### config.mk
export PLATFORM = sky130hd
export DESIGN_NAME = iddr_word_align
export DESIGN_NICKNAME = d
export VERILOG_FILES = /design/src/rtl/iddr_align_pkg.sv /design/src/rtl/iddr_lane_align.sv /design/src/rtl/iddr_word_align.sv
export SDC_FILE = /design/constraint.sdc
export NUM_CORES = 1
export LEC_CHECK = 0
export BUFFER_PORTS_ARGS = -buffer_cell sky130_fd_sc_hd__buf_2
export CAP_MARGIN = 20
export CORE_MARGIN = 3
export CORE_UTILIZATION = 34
export DETAILED_ROUTE_END_ITERATION = 10
export PLACE_DENSITY_LB_ADDON = 0.05
export SLEW_MARGIN = 20
export SYNTH_ARGS = -nofsm -noshare
export SYNTH_HDL_FRONTEND = slang
export SYNTH_SLANG_ARGS = --single-unit
export TNS_END_PERCENT = 10
### constraint.sdc
create_clock -name clk -period 3.17 [get_ports clk]
set_input_delay 0.7925 -clock clk [delete_from_list [all_inputs] [get_ports clk]]
set_output_delay 0.7925 -clock clk [all_outputs]
set_load 0.05 [all_outputs]
### src/rtl/iddr_align_pkg.sv
// Shared definitions for the IDDR word aligner: FSM state encodings and width helpers.
package iddr_align_pkg;

    localparam logic [1:0] ST_IDLE   = 2'd0;
    localparam logic [1:0] ST_SEARCH = 2'd1;
    localparam logic [1:0] ST_LOCKED = 2'd2;
    localparam logic [1:0] ST_FAIL   = 2'd3;

    function automatic int beat_w(input int word_w);
        return (word_w / 2 > 1) ? $clog2(word_w / 2) : 1;
    endfunction

    function automatic int off_w(input int word_w);
        return $clog2(word_w);
    endfunction

endpackage

### src/rtl/iddr_lane_align.sv
// One lane of the aligner: 2-bit-per-clock shift register, bit offset search,
// training match counter and the word mux at the current offset.
module iddr_lane_align
    import iddr_align_pkg::*;
#(
    parameter int                WORD_W    = 8,
    parameter logic [WORD_W-1:0] TRAIN     = 8'h5C,
    parameter int                MATCH_CNT = 4,
    localparam int               OW        = off_w(WORD_W)
) (
    input  logic              clk,
    input  logic              rst_n,
    input  logic              bit_r,
    input  logic              bit_f,
    input  logic              strobe,
    input  logic              search,
    input  logic              clear,
    output logic [WORD_W-1:0] word,
    output logic              lane_locked,
    output logic              lock_next,
    output logic [OW-1:0]     off
);

    localparam int              MW         = $clog2(MATCH_CNT + 1);
    localparam logic [MW-1:0]   MATCH_LAST = MW'(MATCH_CNT - 1);
    localparam logic [OW-1:0]   OFF_LAST   = OW'(WORD_W - 1);

    logic [2*WORD_W-1:0] sr;
    logic [2*WORD_W-1:0] sr_next;
    logic [MW-1:0]       match;
    logic                hit;

    // The word is taken from the post-shift value so the strobe cycle's own bits are included.
    assign sr_next   = {sr[2*WORD_W-3:0], bit_r, bit_f};
    assign word      = sr_next[off +: WORD_W];
    assign hit       = (word == TRAIN);
    assign lock_next = lane_locked | (search & strobe & hit & (match == MATCH_LAST));

    always_ff @(posedge clk or negedge rst_n) begin
        if (!rst_n) begin
            sr          <= '0;
            off         <= '0;
            match       <= '0;
            lane_locked <= 1'b0;
        end else begin
            sr <= sr_next;
            if (clear) begin
                off         <= '0;
                match       <= '0;
                lane_locked <= 1'b0;
            end else if (search && strobe && !lane_locked) begin
                if (hit) begin
                    match <= match + 1'b1;
                    if (match == MATCH_LAST)
                        lane_locked <= 1'b1;
                end else begin
                    match <= '0;
                    off   <= (off == OFF_LAST) ? '0 : off + 1'b1;
                end
            end
        end
    end

endmodule

### src/rtl/iddr_word_align.sv
// Deserializes IDDR lane pairs into aligned words once every lane has locked on the training word.
//   state  | meaning
//   IDLE   | offsets/counters held at 0, waiting for align_en
//   SEARCH | per-lane offset hunt on each word strobe, timeout running
//   LOCKED | offsets frozen, aligned words emitted every strobe
//   FAIL   | search timed out, held until align_en drops
module iddr_word_align
    import iddr_align_pkg::*;
#(
    parameter int                LANES     = 4,
    parameter int                WORD_W    = 8,
    parameter logic [WORD_W-1:0] TRAIN     = 8'h5C,
    parameter int                MATCH_CNT = 4,
    parameter int                TIMEOUT   = 64,
    localparam int               OW        = off_w(WORD_W)
) (
    input  logic                     clk,
    input  logic                     rst_n,
    input  logic [2*LANES-1:0]       q,
    input  logic                     align_en,
    output logic [LANES*WORD_W-1:0]  dout,
    output logic                     dout_valid,
    output logic                     locked,
    output logic                     align_fail,
    output logic [LANES-1:0]         lane_locked,
    output logic [LANES*OW-1:0]      off_dbg
);

    localparam int            BW        = beat_w(WORD_W);
    localparam logic [BW-1:0] BEAT_LAST = BW'(WORD_W / 2 - 1);
    localparam int            TW        = $clog2(TIMEOUT + 1);
    localparam logic [TW-1:0] TMO_LAST  = TW'(TIMEOUT - 1);

    logic [1:0]              state;
    logic [1:0]              state_n;
    logic [BW-1:0]           beat;
    logic [TW-1:0]           tmo;
    logic                    strobe;
    logic                    lane_clear;
    logic                    in_search;
    logic                    emit;
    logic [LANES-1:0]        lock_next;
    logic [LANES*WORD_W-1:0] word_all;

    assign strobe     = (beat == BEAT_LAST);
    assign lane_clear = (state == ST_IDLE) || !align_en;
    assign in_search  = (state == ST_SEARCH) && align_en;
    assign emit       = (state == ST_LOCKED) && align_en && strobe;
    assign locked     = (state == ST_LOCKED);
    assign align_fail = (state == ST_FAIL);

    for (genvar i = 0; i < LANES; i++) begin : g_lane
        iddr_lane_align #(
            .WORD_W    (WORD_W),
            .TRAIN     (TRAIN),
            .MATCH_CNT (MATCH_CNT)
        ) u_lane (
            .clk         (clk),
            .rst_n       (rst_n),
            .bit_r       (q[i]),
            .bit_f       (q[LANES+i]),
            .strobe      (strobe),
            .search      (in_search),
            .clear       (lane_clear),
            .word        (word_all[i*WORD_W +: WORD_W]),
            .lane_locked (lane_locked[i]),
            .lock_next   (lock_next[i]),
            .off         (off_dbg[i*OW +: OW])
        );
    end

    // Full lock is checked before the timeout so a lock on the last strobe still wins.
    always_comb begin
        state_n = state;
        if (!align_en) begin
            state_n = ST_IDLE;
        end else begin
            case (state)
                ST_IDLE:   state_n = ST_SEARCH;
                ST_SEARCH: begin
                    if (strobe) begin
                        if (&lock_next)
                            state_n = ST_LOCKED;
                        else if (tmo == TMO_LAST)
                            state_n = ST_FAIL;
                    end
                end
                default:   state_n = state;
            endcase
        end
    end

    always_ff @(posedge clk or negedge rst_n) begin
        if (!rst_n) begin
            state      <= ST_IDLE;
            beat       <= '0;
            tmo        <= '0;
            dout       <= '0;
            dout_valid <= 1'b0;
        end else begin
            state      <= state_n;
            beat       <= strobe ? '0 : beat + 1'b1;
            dout_valid <= emit;
            if (emit)
                dout <= word_all;
            if (lane_clear)
                tmo <= '0;
            else if (in_search && strobe)
                tmo <= tmo + 1'b1;
        end
    end

endmodule
==> out/results.tsv <==
stage	metric	value	unit
placement	Detailed Place HPWL	11200	µm
critical_path	CP cell instances	mux4_1, mux2i_1, nand2b_1, a2111oi_4, nand3_1, nand2_1, mux2_2	
critical_path	number of cells on the critical path	7	
logic_synthesis	Avg Inst Size Synth	10.6	µm²
outcome	outcome	complete, no violations	
sta	Slew headroom	0.522	
logic_synthesis	Syn Nets	658	
critical_path	WP buf/inv	0	
critical_path	critical path's largest stage delay	0.79	ns
floorplan	Die X	146	µm
sta	Least-Margin Pin Slew	0.717	ns
sta	RSZ-0062 raised after global routing	no	
critical_path	Crit Path Category	flop to flop	
clock_tree	Clock Tree Buf Depth	2	
clock_tree	TritonCTS clock tree	yes	
floorplan	site row count	50	
route	drt via density	5.21	
sta	pins over their slew limit	0	
critical_path	flop2flop setup slack	0.23	ns
finish	most frequent cells in the layout	124 x dfrtp_1, 82 x nand2_1, 60 x buf_2, 53 x mux2i_1, 50 x o21ai_0	
logic_synthesis	Synth Area in XOR/XNOR	0.00525	
clock_tree	number of gates resized after CTS	0	
run	# Max-Cap Violations	0	
global_route	largest net degree at the start of global routing	51	
finish	synth-to-layout area growth	17.6	%
sta	Final setup viols	0	
sta	final setup TNS	0	ns
floorplan	I/O pins	62	
clock_tree	TritonCTS buffer count	17	
clock_tree	clk slew on worst S/H paths	0.05	ns
finish	share of the core filled with cells	0.412	
sta	final number of hold-violating endpoints	0	
floorplan	Die Height	146	µm
finish	ant diodes	0	
logic_synthesis	Synth Area in Simple Gates	0.140	
logic_synthesis	synthesis-stage register bit count	124	
power	P_leak	0.00352	µW
logic_synthesis	synthesized-area fraction occupied by adder cells	0.0338	
logic_synthesis	Yosys cell types	58	
critical_path	CP Launch Point	g_lane[0].u_lane.off[1]$_DFFE_PN0P_	
route	Antenna Nets Post-Route	0	
logic_synthesis	largest area contributor in the netlist	dfrtp_1	
route	DRT Wirelength	15600	µm
logic_synthesis	mux share of post-synthesis cell area	0.173	
clock_tree	clock root buffer	clkbuf_16	
logic_synthesis	Synth area leaders	dfrtp_1 47%, mux2i_1 8.0%, mux4_2 5.7%	
power	maximum vdd drop	0.363	mV
sta	time the worst path needs with I/O delays and setup	2.94	ns
route	DRC	0	
placement	DP Cell Count	932	
sta	fmax	340	MHz
logic_synthesis	Post-Synthesis Cells	629	
placement	RD Place Congestion	0.851	
critical_path	reg2reg path depth	7	
critical_path	Arrival @ worst endpoint	3.23	ns
clock_tree	Post-CTS Repair Setup Buffers	0	
logic_synthesis	async set or reset register ratio after synthesis	1.00	
critical_path	worst reg2reg startpoint	g_lane[0].u_lane.off[1]$_DFFE_PN0P_	
critical_path	RR Endpoint	g_lane[0].u_lane.off[0]$_DFFE_PN0P_	
route	routed via count	5026	
logic_synthesis	Post-Syn Area	6670	µm²
clock_tree	Skew-Pair Late Insertion Delay	0.42	ns
critical_path	Max Fanout on Critical Path	14	
critical_path	Critical Path End	g_lane[0].u_lane.off[0]$_DFFE_PN0P_	
finish	Post-Layout Cell Count	964	
floorplan	core area	19000	µm²
floorplan	initial core utilization	0.351	
power	Pwr Density	519	nW/µm²
logic_synthesis	sequential fraction of the synthesis area	0.465	
logic_synthesis	Post-synth EDFFs	0	
placement	PortBufs	61	
route	TritonRoute pass-1 iters	4	
finish	share of cells above drive strength 1	0.214	
global_route	first-pass GRT wire length	26700	µm
clock_tree	Num Clock Sinks	124	
global_route	initial antenna violation count	0	
clock_tree	number of hold buffers added after CTS	0	
global_route	gr ovfl total	0	
power	total chip power	4070	µW
route	DR iter-0 viols	300	
floorplan	die area	21300	µm²
logic_synthesis	top_reg_cell synth	dfrtp_1	
min_path	Hold Crit Class	primary input to asynchronous set/reset pin	
route	average wire per standard cell	16.2	µm
logic_synthesis	largest family of logic cells by synthesized area	multiplexers	
critical_path	Worst setup SP type	flop	
placement	placed instance area	7250	µm²
clock_tree	htree depth	4	
critical_path	slowest library cell on the worst path	dfrtp_1	
sta	skew final	0.00629	ns
finish	nets	720	
global_route	vias in the first global route	5050	
critical_path	CP top delay family	multiplexers	
logic_synthesis	warning count from the yosys run	0	
logic_synthesis	top cell type's share of synthesized area	0.465	
critical_path	Worst EP required	3.47	ns
sta	final worst path period share	0.927	
global_route	Global Route Usage Sum	0.153	
finish	Finished Cell Area	7840	µm²
critical_path	Worst Setup End Kind	flop	
logic_synthesis	post-synthesis compound-gate area fraction	0.136	
finish	commonest non-fill, non-tap cell in the layout	dfrtp_1	
logic make-up after synthesis:
family | after synthesis
compound gates | 137
xor+xnor | 4
fa+ha+maj | 18
mux | 89
flops | 124
simple gates | 195
buf+inv | 62
power by group:
group | leakage (µW) | switching (µW) | total [µW] | internal (µW)
clock | 0.000297 | 681 | 1940 | 1250
sequential | 0.00160 | 79.6 | 1710 | 1630
combinational | 0.00163 | 245 | 429 | 184
total | 0.00352 | 1010 | 4070 | 3070
worst min-delay path by stage:
stage	slack, ns	end
3_3_place_gp	0.39	g_lane[1].u_lane.sr[2]$_DFF_PN0_
3_5_place_dp	0.39	g_lane[1].u_lane.sr[3]$_DFF_PN0_
4_1_cts	0.40	g_lane[1].u_lane.sr[3]$_DFF_PN0_
6_report	0.39	g_lane[2].u_lane.sr[4]$_DFF_PN0_
5_1_grt	0.41	g_lane[1].u_lane.sr[2]$_DFF_PN0_
2_1_floorplan	0.37	g_lane[1].u_lane.sr[4]$_DFF_PN0_
registers in the layout, summed over array words and instances, names as in the netlist:
name,flops
beat,2
g_lane.u_lane.sr,52
state,2
dout_valid,1
g_lane.u_lane.lane_locked,4
tmo,7
g_lane.u_lane.match,12
g_lane.u_lane.off,12
dout,32
cells in the mapped netlist (5+ instances only):
| cell | instances |
|---|---|
| nand2b_1 | 8 |
| nor2_1 | 39 |
| mux2i_1 | 53 |
| nand2_1 | 82 |
| nand3b_1 | 5 |
| and2_1 | 6 |
| nand3_1 | 11 |
| dfrtp_1 | 124 |
| nor3_1 | 9 |
| o21ai_0 | 50 |
| o31ai_1 | 6 |
| mux2_2 | 17 |
| a31oi_1 | 6 |
| or3b_1 | 6 |
| nor2b_1 | 8 |
| buf_2 | 8 |
| nand4_1 | 10 |
| a21oi_1 | 18 |
| mux4_2 | 17 |
| buf_4 | 7 |
| inv_1 | 23 |
| o221ai_1 | 5 |
| a21o_1 | 5 |
| o211ai_1 | 7 |
| ha_1 | 18 |
| clkbuf_1 | 16 |
cell type report:
type	count	area [µm²]
fillers	1896	11200
multi-input cells	443	3260
flip-flops and latches	124	3100
clock buffers	25	505
repair buffers	81	470
well taps	260	325
inverters	24	90.1
clock inverters	7	85.1
routing by layer:
layer	global-route usage	vias up	part of all wire
met5	0	-	0
met4	0.0550	0	0.015
met3	0.0354	19	0.039
met2	0.238	110	0.47
met1	0.211	2471	0.48
li1	-	2426	-
worst register-to-register path, delay by kind of cell, from the launching register on:
family	cells	cell delay, ns
DFF	1	0.79
and+or+nand+nor	3	0.52
muxes	3	1.22
AOI/OAI and AO/OA	1	0.28
metrics by stage:
stage	hold slack, ns	setup WS (ns)
after floorplan	0.365	0.484
after global routing	0.414	0.0469
after global placement	0.385	0.329
final	0.389	0.233
after detailed placement	0.390	0.286
after CTS	0.402	0.259
No activity file was read; power rests on OpenSTA's default activity.
